<file path="src/rtl/gemm_pkg.sv">
// rtl/gemm_pkg.sv - shared types and widths for the result line packer
package gemm_pkg;

  localparam int FP16_W     = 16;
  localparam int PACK_LANES = 16;
  localparam int LINE_W     = 256;

  typedef enum logic [1:0] {
    PK_EMPTY      = 2'd0,
    PK_FILL       = 2'd1,
    PK_FLUSH_WAIT = 2'd2
  } pk_state_t;

  typedef struct packed {
    logic [4:0]        nelem;
    logic [LINE_W-1:0] data;
  } result_line_t;

  // Return a copy of line with lane 'lane' replaced by val.
  function automatic logic [LINE_W-1:0] lane_insert(input logic [LINE_W-1:0] line,
                                                    input logic [3:0]        lane,
                                                    input logic [FP16_W-1:0] val);
    logic [LINE_W-1:0] r;
    r = line;
    r[lane*FP16_W +: FP16_W] = val;
    return r;
  endfunction

endpackage

</file>
<file path="src/rtl/result_line_fifo.sv">
// rtl/result_line_fifo.sv - show-ahead synchronous FIFO of result lines with occupancy count
module result_line_fifo
  import gemm_pkg::*;
#(
  parameter int DEPTH = 8
) (
  input  logic                   i_clk,
  input  logic                   i_reset_n,
  input  logic                   i_clear,
  input  logic                   i_push,
  input  result_line_t           i_push_line,
  input  logic                   i_pop,
  output result_line_t           o_head,
  output logic                   o_head_valid,
  output logic [$clog2(DEPTH):0] o_count
);

  localparam int AW = $clog2(DEPTH);
  localparam logic [AW:0] FULL_CNT = (AW+1)'(DEPTH);

  result_line_t   mem_q [DEPTH];
  logic [AW-1:0]  wr_ptr_q;
  logic [AW-1:0]  rd_ptr_q;
  logic [AW:0]    count_q;
  logic           do_pop;
  logic           do_push;

  // A push into a full FIFO is only legal when the head leaves on the same edge.
  assign do_pop  = i_pop && (count_q != '0);
  assign do_push = i_push && ((count_q != FULL_CNT) || do_pop);

  // Line storage; contents need no reset because the head is masked while empty.
  always_ff @(posedge i_clk) begin
    if (do_push) begin
      mem_q[wr_ptr_q] <= i_push_line;
    end
  end

  // Pointers and occupancy; a simultaneous push and pop leaves the count unchanged.
  always_ff @(posedge i_clk or negedge i_reset_n) begin
    if (!i_reset_n) begin
      wr_ptr_q <= '0;
      rd_ptr_q <= '0;
      count_q  <= '0;
    end else if (i_clear) begin
      wr_ptr_q <= '0;
      rd_ptr_q <= '0;
      count_q  <= '0;
    end else begin
      if (do_push) wr_ptr_q <= wr_ptr_q + AW'(1);
      if (do_pop)  rd_ptr_q <= rd_ptr_q + AW'(1);
      case ({do_push, do_pop})
        2'b10:   count_q <= count_q + (AW+1)'(1);
        2'b01:   count_q <= count_q - (AW+1)'(1);
        default: count_q <= count_q;
      endcase
    end
  end

  assign o_head_valid = (count_q != '0);
  assign o_head       = o_head_valid ? mem_q[rd_ptr_q] : '0;
  assign o_count      = count_q;

endmodule

</file>
<file path="src/rtl/result_line_packer.sv">
// rtl/result_line_packer.sv - packs FP16 results into 256-bit lines; RESULT_PACKER_STATS_EN enables line/drop counters
module result_line_packer
  import gemm_pkg::*;
#(
  parameter int LINE_DEPTH   = 8,
  parameter int AFULL_MARGIN = 2
) (
  input  logic                        i_clk,
  input  logic                        i_reset_n,
  input  logic                        i_clear,
  input  logic [15:0]                 i_result_data,
  input  logic                        i_result_valid,
  output logic                        o_result_full,
  output logic                        o_result_afull,
  input  logic                        i_flush,
  output logic                        o_flush_done,
  output logic [255:0]                o_line_data,
  output logic [4:0]                  o_line_nelem,
  output logic                        o_line_valid,
  input  logic                        i_line_ready,
  output logic                        o_overflow,
  output logic [$clog2(LINE_DEPTH):0] o_fifo_count,
  output logic [15:0]                 o_lines_out,
  output logic [15:0]                 o_drop_count
);

  localparam int CW = $clog2(LINE_DEPTH) + 1;

  pk_state_t         pk_state_q, pk_state_d;
  logic [3:0]        pack_cnt_q, pack_cnt_d;
  logic [LINE_W-1:0] lanes_q, lanes_d;
  logic              overflow_q, overflow_d;
  logic              flush_done_q, flush_done_d;

  logic [LINE_W-1:0] lanes_n;
  logic [4:0]        nelem_n;
  logic              push;
  result_line_t      push_line;
  logic              pop;
  result_line_t      head;
  logic              head_valid;
  logic [CW-1:0]     fifo_count;
  logic              fifo_full;
  logic              result_full;
  logic              accept;
  logic              drop;

  result_line_fifo #(.DEPTH(LINE_DEPTH)) u_fifo (
    .i_clk        (i_clk),
    .i_reset_n    (i_reset_n),
    .i_clear      (i_clear),
    .i_push       (push),
    .i_push_line  (push_line),
    .i_pop        (pop),
    .o_head       (head),
    .o_head_valid (head_valid),
    .o_count      (fifo_count)
  );

  assign fifo_full   = (fifo_count == CW'(LINE_DEPTH));
  assign pop         = head_valid && i_line_ready;
  // Full is derived from registered state only; a same-cycle pop rescues the result separately.
  assign result_full = (fifo_full && (pack_cnt_q == 4'd15)) || (pk_state_q == PK_FLUSH_WAIT);
  assign accept      = i_result_valid && (!result_full || pop);
  assign drop        = i_result_valid && !accept;

  // Next-state for the pack register: result first, then line completion, then flush.
  always_comb begin
    pk_state_d   = pk_state_q;
    pack_cnt_d   = pack_cnt_q;
    lanes_d      = lanes_q;
    overflow_d   = overflow_q | drop;
    flush_done_d = 1'b0;
    push         = 1'b0;
    push_line    = '0;
    lanes_n      = lanes_q;
    nelem_n      = {1'b0, pack_cnt_q};

    if (pk_state_q == PK_FLUSH_WAIT) begin
      // Closed partial line leaves as soon as a slot opens; a result accepted
      // on that edge starts the next line rather than joining the closed one.
      if (pop) begin
        push            = 1'b1;
        push_line.nelem = {1'b0, pack_cnt_q};
        push_line.data  = lanes_q;
        flush_done_d    = 1'b1;
        if (accept) begin
          lanes_d    = lane_insert('0, 4'd0, i_result_data);
          pack_cnt_d = 4'd1;
          pk_state_d = PK_FILL;
        end else begin
          lanes_d    = '0;
          pack_cnt_d = 4'd0;
          pk_state_d = PK_EMPTY;
        end
      end
    end else begin
      if (accept) begin
        lanes_n = lane_insert(lanes_q, pack_cnt_q, i_result_data);
        nelem_n = {1'b0, pack_cnt_q} + 5'd1;
      end

      if (nelem_n == 5'd16) begin
        // Completed line; a coincident flush has nothing left to close.
        push            = 1'b1;
        push_line.nelem = 5'd16;
        push_line.data  = lanes_n;
        lanes_d         = '0;
        pack_cnt_d      = 4'd0;
        pk_state_d      = PK_EMPTY;
        flush_done_d    = i_flush;
      end else if (i_flush) begin
        if (nelem_n == 5'd0) begin
          flush_done_d = 1'b1;
          pk_state_d   = PK_EMPTY;
        end else if (!fifo_full || pop) begin
          // Unused lanes are already zero because the register clears on every push.
          push            = 1'b1;
          push_line.nelem = nelem_n;
          push_line.data  = lanes_n;
          lanes_d         = '0;
          pack_cnt_d      = 4'd0;
          pk_state_d      = PK_EMPTY;
          flush_done_d    = 1'b1;
        end else begin
          lanes_d    = lanes_n;
          pack_cnt_d = nelem_n[3:0];
          pk_state_d = PK_FLUSH_WAIT;
        end
      end else begin
        lanes_d    = lanes_n;
        pack_cnt_d = nelem_n[3:0];
        pk_state_d = (nelem_n == 5'd0) ? PK_EMPTY : PK_FILL;
      end
    end
  end

  // Pack register, FSM and flags; clear wins over every other event.
  always_ff @(posedge i_clk or negedge i_reset_n) begin
    if (!i_reset_n) begin
      pk_state_q   <= PK_EMPTY;
      pack_cnt_q   <= '0;
      lanes_q      <= '0;
      overflow_q   <= 1'b0;
      flush_done_q <= 1'b0;
    end else if (i_clear) begin
      pk_state_q   <= PK_EMPTY;
      pack_cnt_q   <= '0;
      lanes_q      <= '0;
      overflow_q   <= 1'b0;
      flush_done_q <= 1'b0;
    end else begin
      pk_state_q   <= pk_state_d;
      pack_cnt_q   <= pack_cnt_d;
      lanes_q      <= lanes_d;
      overflow_q   <= overflow_d;
      flush_done_q <= flush_done_d;
    end
  end

`ifdef RESULT_PACKER_STATS_EN
  logic [15:0] lines_out_q;
  logic [15:0] drop_cnt_q;

  // Saturating counters of popped lines and dropped results.
  always_ff @(posedge i_clk or negedge i_reset_n) begin
    if (!i_reset_n) begin
      lines_out_q <= '0;
      drop_cnt_q  <= '0;
    end else if (i_clear) begin
      lines_out_q <= '0;
      drop_cnt_q  <= '0;
    end else begin
      if (pop && (lines_out_q != 16'hFFFF)) lines_out_q <= lines_out_q + 16'd1;
      if (drop && (drop_cnt_q != 16'hFFFF)) drop_cnt_q <= drop_cnt_q + 16'd1;
    end
  end

  assign o_lines_out  = lines_out_q;
  assign o_drop_count = drop_cnt_q;
`else
  assign o_lines_out  = 16'd0;
  assign o_drop_count = 16'd0;
`endif

  assign o_result_full  = result_full;
  assign o_result_afull = (int'(fifo_count) >= (LINE_DEPTH - AFULL_MARGIN));
  assign o_fifo_count   = fifo_count;
  assign o_flush_done   = flush_done_q;
  assign o_overflow     = overflow_q;
  assign o_line_valid   = head_valid;
  assign o_line_data    = head.data;
  assign o_line_nelem   = head.nelem;

endmodule

</file>
<file path="config.mk">
export PLATFORM = sky130hd
export DESIGN_NAME = result_line_packer
export DESIGN_NICKNAME = d
export VERILOG_FILES = /design/src/rtl/gemm_pkg.sv /design/src/rtl/result_line_fifo.sv /design/src/rtl/result_line_packer.sv
export SDC_FILE = /design/constraint.sdc
export NUM_CORES = 2
export LEC_CHECK = 0
export CAP_MARGIN = 10
export CORE_ASPECT_RATIO = 0.7
export CORE_MARGIN = 5
export CORE_UTILIZATION = 26
export CTS_CLUSTER_SIZE = 24
export DETAILED_ROUTE_END_ITERATION = 7
export PLACE_DENSITY = 0.44
export RECOVER_POWER = 100
export SYNTH_ARGS = -nofsm -noshare
export SYNTH_HDL_FRONTEND = slang
export SYNTH_SLANG_ARGS = --single-unit
</file>
<file path="constraint.sdc">
create_clock -name i_clk -period 19.8 [get_ports i_clk]
set_input_delay 2.97 -clock i_clk [delete_from_list [all_inputs] [get_ports i_clk]]
set_output_delay 2.97 -clock i_clk [all_outputs]
set_load 0.1 [all_outputs]
</file>
==> run metrics <==
Post-synth EDFFs ~2100; crit-path most repeated cell clkbuf_1; CTS tree yes; vias per cell roughly 4.7; Filler cells 34690; PortBufs between 200 and 300; DP Area ~0.10 mm2; core area approximately 0.36 mm2; Rows 183; Achievable Freq between 70 and 80 MHz; crit path kind input pin to register; first-pass GRT wire length about 390 mm; Hold Crit Class register to register; Clock Pin Slew Worst Setup and Hold Paths about 0.060 ns; switching part of the total between 30% and 40%; delay-heaviest family, CP buffers and inverters; Data required, critical path 20.31 ns; Tot GR Track Use 14.52%; Slowest Stage Delay on Critical Path ~4.8 ns; clock skew between 0.09 and 0.1 ns; Area Growth Syn to Fin 16.83%; proportion of synthesized chip area in sequential cells about 75%; Top Ports 324; DP HPWL 160.3 mm; root buf cell clkbuf_16; CP arrival around 15 ns; FFs w/ async S/R, synth a little under an eighth; Avg Inst Size Synth approximately 20 um2; PostCTS Resize Cnt 0; P_sw a little over 6 mW; unrepaired setup endpoints after global routing false; NumNets Final between 5000 and 6000; startpoint type of the worst setup path input pin; Crit-path slowest cell clkbuf_1; share of power burned in registers between 30% and 40%; critical path fanouts, max 88; area of the mapped netlist between 0.09 and 0.1 mm2; largest net degree at the start of global routing approximately 130; DRC Markers 0; hold buffers post-CTS 0; post-synthesis cell count 4733; final hold vios 0; Max Cap Viol 77; TNS Setup 0 ns; Starting Density between 20% and 30%; Netlist cell types 66; CTS Sinks between 2000 and 2500; leak pwr 34.26 nW; crit path buf inv count 4; Clock power frac 27.9%; status finished, violations left; die area 0.3701 mm2; Synth top area share 67.38%; Synth Warn # 0; DRT antenna net count 0; Die Y 510.5 um; vias in the first global route between 40000 and 50000; Post-CTS Setup Bufs 0; Tcrit/Tclk final about 70%; Power Internal about 9.4 mW; pwr/cell area around 140 mW/mm2; 1st-iter DRT viols ~4400; synth top area cells edfxtp_1, mux4_2, dfrtp_1, mux2i_1, o2bb2ai_1; worst hold margin roughly 0.5 ns; CP Capture Type register; antenna violations before repair 17; Combinational Power Share 35.2%; total CTS buffers 240; Max-slew headroom -457.1%; Skew-Pair Late Insertion Delay around 0.9 ns; design area approximately 0.11 mm2; DR WL/cell between 20 and 30 um; Setup-failing EPs final 0; failing checks capacitance limit, slew limit; crit path time final between 10 and 15 ns; GP Congestion about 0.74; slew of the pin with the lowest slew margin roughly 8.4 ns; Max H-tree Level 4; 1st-pass router iterations 5; Yosys top cell by area edfxtp_1; via count roughly 48000; Yosys reg bits 2362; Slew Viols, Final 2928; Top FF cell, synth edfxtp_1; peak supply drop about 0.00016 V; Die Span X between 700 and 800 um; remaining global-route overflow 0; Clock Path Buffers 4; total wire length around 280 mm; crit-path cells dlygate4sd3_1, o41a_1, and2_0, or4_1, a41oi_1, nand2_1, nor2_1, clkbuf_1, clkbuf_1, buf_4; share of cells above drive strength 1 17.48%
state kept, by name (all words and copies together), names as in the netlist, 2 cells and up:
signal           flops
u_fifo.wr_ptr_q      3
u_fifo.o_count       4
lanes_q            256
pk_state_q           2
u_fifo.rd_ptr_q      3
pack_cnt_q           4
u_fifo.mem_q      2088
cell usage after synthesis (15+ instances only):
master,n
nor3_1,15
o21ai_0,122
buf_2,34
clkbuf_1,143
buf_1,106
nand2_1,213
o2bb2ai_1,210
nor2_1,315
a22o_1,194
o21ai_1,17
dfrtp_1,274
mux2i_1,266
and2_1,18
mux4_2,522
edfxtp_1,2088
buf_4,47
nand3_1,16
through the flow:
step / instances / setup WS (ns) / util, % / total power, mW
floorplan: 4764 / 3.468 / - / 10.05
global placement: 9600 / 10.38 / 28.64 / 11.65
detailed placement: 9600 / 10.25 / 28.64 / 11.66
CTS: 10040 / 9.389 / 30.73 / 16.10
global route: 10050 / 4.649 / 30.55 / 16.33
finish: 10060 / 5.519 / 30.55 / 15.68
final timing paths:
check	startpoint	to	slack, ns	cells after the start
max reg2reg	pack_cnt_q[0]	u_fifo.mem_q[3][176]	7.14	10
max	i_line_ready	u_fifo.mem_q[3][176]	5.52	10
min in group asynchronous	i_reset_n	lanes_q[232]	3.99	1
min	lanes_q[234]	lanes_q[234]	0.49	1
min reg2reg	lanes_q[234]	lanes_q[234]	0.49	1
max in group asynchronous	i_reset_n	lanes_q[84]	6.88	3
layout make-up:
class | instances | area [um2] | area share (%)
diodes | 7 | 17.52 | 0.01611
repair buffers | 461 | 3797 | 3.493
clock buffers | 333 | 6625 | 6.094
inverters | 9 | 33.78 | 0.03108
clock inverters | 107 | 829.5 | 0.7631
multi-input cells | 2060 | 21940 | 20.18
flip-flops and latches | 2362 | 69560 | 63.99
well taps | 4717 | 5902 | 5.429
power groups by stage:
stage	sequential [mW]	clock (mW)	combinational (mW)
after floorplan	5.91	0	4.13
after global placement	5.85	0	5.80
after detailed placement	5.86	0	5.80
after CTS	5.75	4.52	5.82
after global routing	5.80	4.74	5.80
final	5.77	4.38	5.52
metal layers:
metal / vias up / wire length, um / global-route usage, % / share of wire [%]
met3: 355 / 14060 / 2.470 / 5.1
met4: 0 / 6599 / 3.274 / 2.4
met2: 1307 / 127500 / 23.07 / 46
met1: 25860 / 127700 / 20.87 / 46
met5: - / 0 / 0 / 0
li1: 20080 / - / - / -
worst register-to-register path: stages (launching register included):
cell and delay (ns):
dfrtp_1 0.68, ha_1 0.35, nand3_1 0.26, o211a_1 0.36
or4_1 0.57, a41oi_1 0.51, nand2_1 0.22, nor2_1 0.77
clkbuf_1 2.38, clkbuf_1 4.88, buf_4 1.29
cell usage in the layout, fill, tap and decap left out, types with 4 or more instances in the layout:
cell	synthesis	layout
xor2_1	5	5
nor3_1	15	12
clkbuf_1	143	177
a21oi_1	11	12
edfxtp_1	2088	2088
a211oi_1	4	4
dlygate4sd3_1	0	255
a22o_1	194	194
inv_1	9	9
clkbuf_16	0	242
clkinv_2	0	27
xnor2_1	4	4
mux4_2	522	522
nand3_1	16	17
ha_1	7	7
o21bai_1	4	4
buf_4	47	64
mux2i_1	266	266
or3_1	5	5
bufinv_16	0	10
and3_1	4	4
nand2_1	213	213
diode_2	0	7
clkinvlp_4	0	9
clkbuf_8	0	22
conb_1	1	32
dfrtp_1	274	272
clkdlybuf4s50_1	0	28
and2_1	18	16
o2bb2ai_1	210	210
nor2_1	315	315
o21ai_0	122	151
clkinv_1	0	52
nand2b_1	10	10
cell families after synthesis:
kind of cell             Yosys count  synth area share, %
flip-flops                      2362                74.75
multiplexers                     788                15.50
AND/OR/NAND/NOR                  617                2.727
AO/OA/AOI/OAI                    607                5.203
buffers and inverters            342                1.639
XOR/XNOR                           9              0.08471
adder cells (fa/ha/maj)            7              0.09412
other                              1             0.004030
No activity file was read; power rests on OpenSTA's default activity.
